[src/rtl/regfile_if.sv]
// Register-file access bundle: write strobe/index/data plus two independent read ports.
// The master (datapath) drives indices and write data; the slave (regfile) returns read data.
interface regfile_if #(
    parameter int DATA_WIDTH = 32,
    parameter int ADDR_WIDTH = 5
);
    logic                  ctrl_writeEnable;
    logic [ADDR_WIDTH-1:0] ctrl_writeReg;
    logic [ADDR_WIDTH-1:0] ctrl_readRegA;
    logic [ADDR_WIDTH-1:0] ctrl_readRegB;
    logic [DATA_WIDTH-1:0] data_writeReg;
    logic [DATA_WIDTH-1:0] data_readRegA;
    logic [DATA_WIDTH-1:0] data_readRegB;

    // No handshake: a write commits on any rising edge where ctrl_writeEnable is high;
    // reads are combinational and always valid.
    modport master (
        output ctrl_writeEnable, ctrl_writeReg, ctrl_readRegA, ctrl_readRegB, data_writeReg,
        input  data_readRegA, data_readRegB
    );

    modport slave (
        input  ctrl_writeEnable, ctrl_writeReg, ctrl_readRegA, ctrl_readRegB, data_writeReg,
        output data_readRegA, data_readRegB
    );
endinterface

[src/rtl/regfile.sv]
// 2-read/1-write register file with r0 hardwired to zero and optional same-cycle
// write-to-read forwarding. Reads are combinational; writes and reset on the rising edge.
module regfile #(
    parameter int DATA_WIDTH = 32,
    parameter int ADDR_WIDTH = 5,
    parameter int BYPASS     = 0
) (
    input  logic      clock,
    input  logic      ctrl_reset,
    regfile_if.slave  rf
);
    localparam int DEPTH = 2 ** ADDR_WIDTH;

    logic [DATA_WIDTH-1:0] regs     [1:DEPTH-1];
    logic [DATA_WIDTH-1:0] all_regs [0:DEPTH-1];
    logic [DEPTH-1:0]      wr_en;
    logic                  hit_a;
    logic                  hit_b;

    // One-hot write decode; reset suppresses every enable and index 0 never decodes.
    always_comb begin
        wr_en = '0;
        if (rf.ctrl_writeEnable && !ctrl_reset) begin
            wr_en[rf.ctrl_writeReg] = 1'b1;
        end
        wr_en[0] = 1'b0;
    end

    assign all_regs[0] = '0;

    for (genvar i = 1; i < DEPTH; i++) begin : g_reg
        always_ff @(posedge clock) begin
            if (ctrl_reset) begin
                regs[i] <= '0;
            end else if (wr_en[i]) begin
                regs[i] <= rf.data_writeReg;
            end
        end
        assign all_regs[i] = regs[i];
    end

    // Forwarding reuses the write decode, so it is already gated by reset and r0.
    assign hit_a = (BYPASS != 0) && wr_en[rf.ctrl_readRegA];
    assign hit_b = (BYPASS != 0) && wr_en[rf.ctrl_readRegB];

    always_comb begin
        rf.data_readRegA = all_regs[rf.ctrl_readRegA];
        if (hit_a) begin
            rf.data_readRegA = rf.data_writeReg;
        end
    end

    always_comb begin
        rf.data_readRegB = all_regs[rf.ctrl_readRegB];
        if (hit_b) begin
            rf.data_readRegB = rf.data_writeReg;
        end
    end
endmodule

[src/flat_wrapper.sv]
// flat-port wrapper written by rule: the top's interface ports become plain ports
module regfile_flat 
#(
    parameter int DATA_WIDTH = 32,
    parameter int ADDR_WIDTH = 5,
    parameter int BYPASS     = 0
)
  (clock, ctrl_reset, rf_ctrl_writeEnable, rf_ctrl_writeReg, rf_ctrl_readRegA, rf_ctrl_readRegB, rf_data_writeReg, rf_data_readRegA, rf_data_readRegB);
  regfile_if #(.DATA_WIDTH(DATA_WIDTH), .ADDR_WIDTH(ADDR_WIDTH)) rf_i ();
  input  logic clock;
  input  logic ctrl_reset;
  input wire logic [$bits(rf_i.ctrl_writeEnable)-1:0] rf_ctrl_writeEnable;
  input wire logic [$bits(rf_i.ctrl_writeReg)-1:0] rf_ctrl_writeReg;
  input wire logic [$bits(rf_i.ctrl_readRegA)-1:0] rf_ctrl_readRegA;
  input wire logic [$bits(rf_i.ctrl_readRegB)-1:0] rf_ctrl_readRegB;
  input wire logic [$bits(rf_i.data_writeReg)-1:0] rf_data_writeReg;
  output wire logic [$bits(rf_i.data_readRegA)-1:0] rf_data_readRegA;
  output wire logic [$bits(rf_i.data_readRegB)-1:0] rf_data_readRegB;
  assign rf_i.ctrl_writeEnable = rf_ctrl_writeEnable;
  assign rf_i.ctrl_writeReg = rf_ctrl_writeReg;
  assign rf_i.ctrl_readRegA = rf_ctrl_readRegA;
  assign rf_i.ctrl_readRegB = rf_ctrl_readRegB;
  assign rf_i.data_writeReg = rf_data_writeReg;
  assign rf_data_readRegA = rf_i.data_readRegA;
  assign rf_data_readRegB = rf_i.data_readRegB;
  regfile #(.DATA_WIDTH(DATA_WIDTH), .ADDR_WIDTH(ADDR_WIDTH), .BYPASS(BYPASS)) u_core (.clock(clock), .ctrl_reset(ctrl_reset), .rf(rf_i));
endmodule
[config.mk]
export PLATFORM = sky130hd
export DESIGN_NAME = regfile_flat
export DESIGN_NICKNAME = d
export VERILOG_FILES = /design/src/rtl/regfile_if.sv /design/src/rtl/regfile.sv /design/src/flat_wrapper.sv
export SDC_FILE = /design/constraint.sdc
export NUM_CORES = 2
export LEC_CHECK = 0
export CAP_MARGIN = 0
export CORE_AREA = 3 3 338 340
export DETAILED_ROUTE_END_ITERATION = 12
export DIE_AREA = 0 0 341 343
export SLEW_MARGIN = 10
export SYNTH_ARGS = -nofsm -noshare
export SYNTH_HDL_FRONTEND = slang
export SYNTH_SLANG_ARGS = --single-unit
[constraint.sdc]
create_clock -name clock -period 7.6 [get_ports clock]
set_input_delay 2.28 -clock clock [delete_from_list [all_inputs] [get_ports clock]]
set_output_delay 2.28 -clock clock [all_outputs]
set_load 0.02 [all_outputs]
[Word level (Yosys, flattened, before mapping)]
Memory sizes are Yosys's and may differ from the RTL's.
Index checks and enable logic that the tools add are counted.
W data, S select, Z words.
Word-level totals
  bits in registers: 0
  RAM bits: 992
  input bits: 50
  output and inout port bits: 64
  word-level logic and storage cells: 176
  memories: 1
Memory list
  u_core.regs: words 31, width 32, rd ports 31, clocked after memory_dff 0, wr ports 31, line regfile.sv:14  | logic [DATA_WIDTH-1:0] regs [1:DEPTH-1];
Operators by class
  order comparisons: 4
  mux-type cells: 135
  bitwise logic cells: 33
  reduce and logical (&&, ||, !) cells: 3
Operator list (number)
  $mux W32: 36
  $bmux W32 S5: 2
  $mux W1: 96
  $or A1 B1 Y1: 31
  $ge A6 B6 Y1 const B: 2
  $not A5 Y6: 2
  $lt A5 B6 Y1 const B: 1
  $demux W1 S5: 1
  $ge A5 B1 Y1 const B: 1
  $logic_and A1 B1 Y1: 2
  $logic_not A1 Y1: 1

[Longest topological paths before layout]
  word-level depth: 9
  depth in mapped cells: 9
  gate-level depth less buffers: 4

[Worst setup path before layout]
No wires, ideal clock.
  path type: input port to output port
  start: in rf_ctrl_readRegA[0]
  end: out rf_data_readRegA[10]
  arrival: 3.848 ns
  setup slack: 1.472 ns
  stages: 7
  path buffers: 3
  cell sequence: buf_4 buf_6 buf_2 mux4_2 a22o_1 o21ai_1 o31ai_1
On the way
  word-level cells in the longest chain between the ends: 4
RTL lines
  from (decl): line flat_wrapper.sv:14  | input wire logic [$bits(rf_i.ctrl_readRegA)-1:0] rf_ctrl_readRegA;
  $not A5 Y6 (not written as such): line regfile.sv:47  | rf.data_readRegA = all_regs[rf.ctrl_readRegA];
  $bmux W32 S5: line regfile.sv:47
  $mux W32 (not written as such) (2 in series): line regfile.sv:47
  to (decl): line flat_wrapper.sv:17  | output wire logic [$bits(rf_i.data_readRegA)-1:0] rf_data_readRegA;
Every way passes these cells. The select of a mux whose other input is x is not followed.

[Worst setup path after layout]
  start: in rf_ctrl_readRegB[0]
  end: out rf_data_readRegB[24]
On the way
  word-level cells in the longest chain between the ends: 4
RTL lines
  from (decl): line flat_wrapper.sv:15  | input wire logic [$bits(rf_i.ctrl_readRegB)-1:0] rf_ctrl_readRegB;
  $not A5 Y6 (not written as such): line regfile.sv:54  | rf.data_readRegB = all_regs[rf.ctrl_readRegB];
  $bmux W32 S5: line regfile.sv:54
  $mux W32 (not written as such) (2 in series): line regfile.sv:54
  to (decl): line flat_wrapper.sv:18  | output wire logic [$bits(rf_i.data_readRegB)-1:0] rf_data_readRegB;
Every way passes these cells. The select of a mux whose other input is x is not followed.

==> reports/summary.json <==
{
  "result_of_the_run": "completed",
  "clock.fmax_ghz": 0.1326,
  "multi_input_comb_area_sq_um": 21920,
  "detail_route.vias_per_cell": 6.689,
  "crit_type": "primary input to output port",
  "gr-usage-met3_pct": 7.619,
  "place.gp.congestion": 0.8777,
  "irDropWorstVdd_uv": 169.0,
  "final.period_utilization_pct": 99.26,
  "wl_microns": 189600,
  "drt-initial-drc-count": 4912,
  "tritoncts.num_buffers": 106,
  "io-pin-count": 114,
  "cts.htree.levels": 3,
  "final.setup.tns_ps": 0,
  "cts_resized": 0,
  "maxCapViolCount": 0,
  "clock_path_buffers": 3,
  "synth.avg_cell_area_sq_um": 14.53,
  "seq_area_frac_synth_pct": 55.96,
  "total_leakage_power_nw": 21.11,
  "yosys-top-cells-count": "and2_1, edfxtp_1, mux4_2",
  "top_regs": "u_core.regs x992",
  "hold_depth": 2,
  "hold_path.startpoint": "rf_data_writeReg[9]",
  "setup_repair_after_global_routing_missed_its_margin": "no",
  "synth_enable_flop_cells": 992,
  "hold_buffers": 0,
  "postSynthRegisterBits": 992,
  "average_detailed_routed_wire_length_per_instance_microns": 35.86,
  "worstPathArrival_ps": 5260,
  "syn-instance-count": 3664,
  "setup.worst_path.start_class": "primary input",
  "register_area_sq_um": 29790,
  "post_synth_top_flop": "edfxtp_1",
  "drive_above_1_share_pct": 23.93,
  "core_area_sq_um": 111900,
  "hold_viol_final": 0,
  "final_max_slew_viol_count": 0,
  "dpl_worst_slack_ps": 83.12,
  "grt_pass1_vias": 36430,
  "wire_length_of_the_first_global_routing_pass_microns": 266200,
  "cts_sinks": 992,
  "cts_tree": "yes",
  "post-synth-top-count-cell": "and2_1",
  "antenna_found_initial": 11,
  "synthTopCellsByArea": "edfxtp_1, mux4_2, and2_1",
  "worst_pin_slew_ps": 1293,
  "synth_cell_type_count": 30,
  "worst_hold_path_type": "primary input to register",
  "gr-total-overflow": 0,
  "largest_reg_flops": 992,
  "fin_ws_ps": 56.23,
  "power_per_cell_area_nw_per_um2": 224.5,
  "n_fill_cell": 9027,
  "number_of_buffers_inserted_by_port_buffering": 113,
  "ys.warnings.count": 0,
  "syn_area_sq_um": 53230,
  "crit_path_max_fanout": 31,
  "clk_pin_slew_worst_paths_ps": 60,
  "final_nets": 3738,
  "slew_headroom_pct": 13.81,
  "route.vias.total": 35370,
  "die-width_microns": 341,
  "critPathLaunch": "rf_ctrl_readRegB[0]",
  "pin_count_of_the_biggest_net_entering_global_routing": 65,
  "cts.repair_timing.setup_buffer_count": 0,
  "final-setup-viol-count": 0,
  "ys_async_sr_fraction_pct": 0,
  "synth.top_cell.area_share_pct": 55.96,
  "die-height_microns": 343,
  "setup.worst_path.end_class": "output port",
  "largest-register": "u_core.regs",
  "count_of_standard_cell_rows": 123,
  "grt_use_met2_pct": 49.89,
  "drc": 0,
  "detailedPlacementHpwl_microns": 110300,
  "postSynthNetCount": 3714,
  "grtUsageMet1_pct": 42.44,
  "die_area_sq_um": 117000,
  "final.min_clock_period_ps": 7544,
  "postRouteAntennaNets": 0,
  "busiest_layer": "met2",
  "cts_root_buffer": "clkbuf_16",
  "first_drt_pass_iteration_count": 5,
  "worstPathRequired_ps": 5320,
  "syn_to_final_growth_pct": 13.09,
  "post-synth-top-area-cell": "edfxtp_1",
  "initial_utilization_pct": 47.58,
  "grt.total_usage_pct": 32.23,
  "final_core_utilization_pct": 53.81
}
-- per-layer routing --
layer	routed length, microns	part of all wire [%]
met2	86840	46
met3	20100	11
met4	11830	6.2
met5	0	0
met1	70860	37
-- final timing paths --
path,slack [ps],to
min,2310,u_core.regs[0][425]$_SDFFCE_PN0P_
max,60,rf_data_readRegB[24]
-- layout by cell type, fill, tap and decap left out, types with 3 or more instances in the layout --
master	Yosys	routed
clkdlybuf4s50_1	0	92
o31ai_1	64	64
bufinv_16	0	13
clkbuf_1	311	21
buf_8	0	3
edfxtp_1	992	992
or2_2	31	31
a211oi_1	64	64
nor2b_4	0	6
mux4_2	384	384
mux2i_1	160	160
buf_4	25	181
a22o_1	192	192
nor2_4	0	24
and2_1	1026	1024
nor2_2	0	9
clkbuf_16	0	109
o22ai_1	64	64
clkinv_1	0	23
diode_2	0	11
nand3b_1	3	3
buf_12	0	38
buf_2	45	4
nand2_1	69	69
clkinv_2	0	21
o21ai_1	64	64
and3_1	32	32
mux2_2	64	64
clkinvlp_4	0	8
-- through the flow --
step | cells | power, W | instance area, sq um | hold slack, ps
final | 5288 | 0.01351 | 60200 | 2307
after detailed placement | 5080 | 0.008326 | 56720 | 3241
after global routing | 5280 | 0.01385 | 60180 | 2296
after floorplan | 3664 | 0.007563 | 53230 | 2478
after CTS | 5277 | 0.01352 | 60180 | 2592
after global placement | 5080 | 0.008280 | 56720 | 3214
-- final cells by class --
class,count,share of cell area [%]
flip-flops and latches,992,49.48
multi-input cells,2267,36.41
repair buffers,319,5.181
clock buffers,130,4.662
well taps,1500,3.117
clock inverters,67,1.095
diodes,11,0.04572
inverters,2,0.01247
-- cell families after synthesis --
group	Yosys count	share of synthesized area, %
flops	992	55.96
buf+inv	405	3.349
simple gates	1211	13.77
compound gates	448	6.318
mux	608	20.61
-- worst max-delay path, cell delays in order --
cell and delay (ps):
buf_8 370, buf_12 310, buf_12 190, mux4_2 510
a22o_1 240, o21ai_1 460, o31ai_1 180, clkdlybuf4s50_1 630
-- report_power, final --
part           switching, W  internal [W]  total [W]
clock network       0.00221       0.00305    0.00527
registers          0.000168       0.00632    0.00649
logic               0.00101      0.000746    0.00176
total               0.00340        0.0101     0.0135
Power figures use the tool's default switching activity.
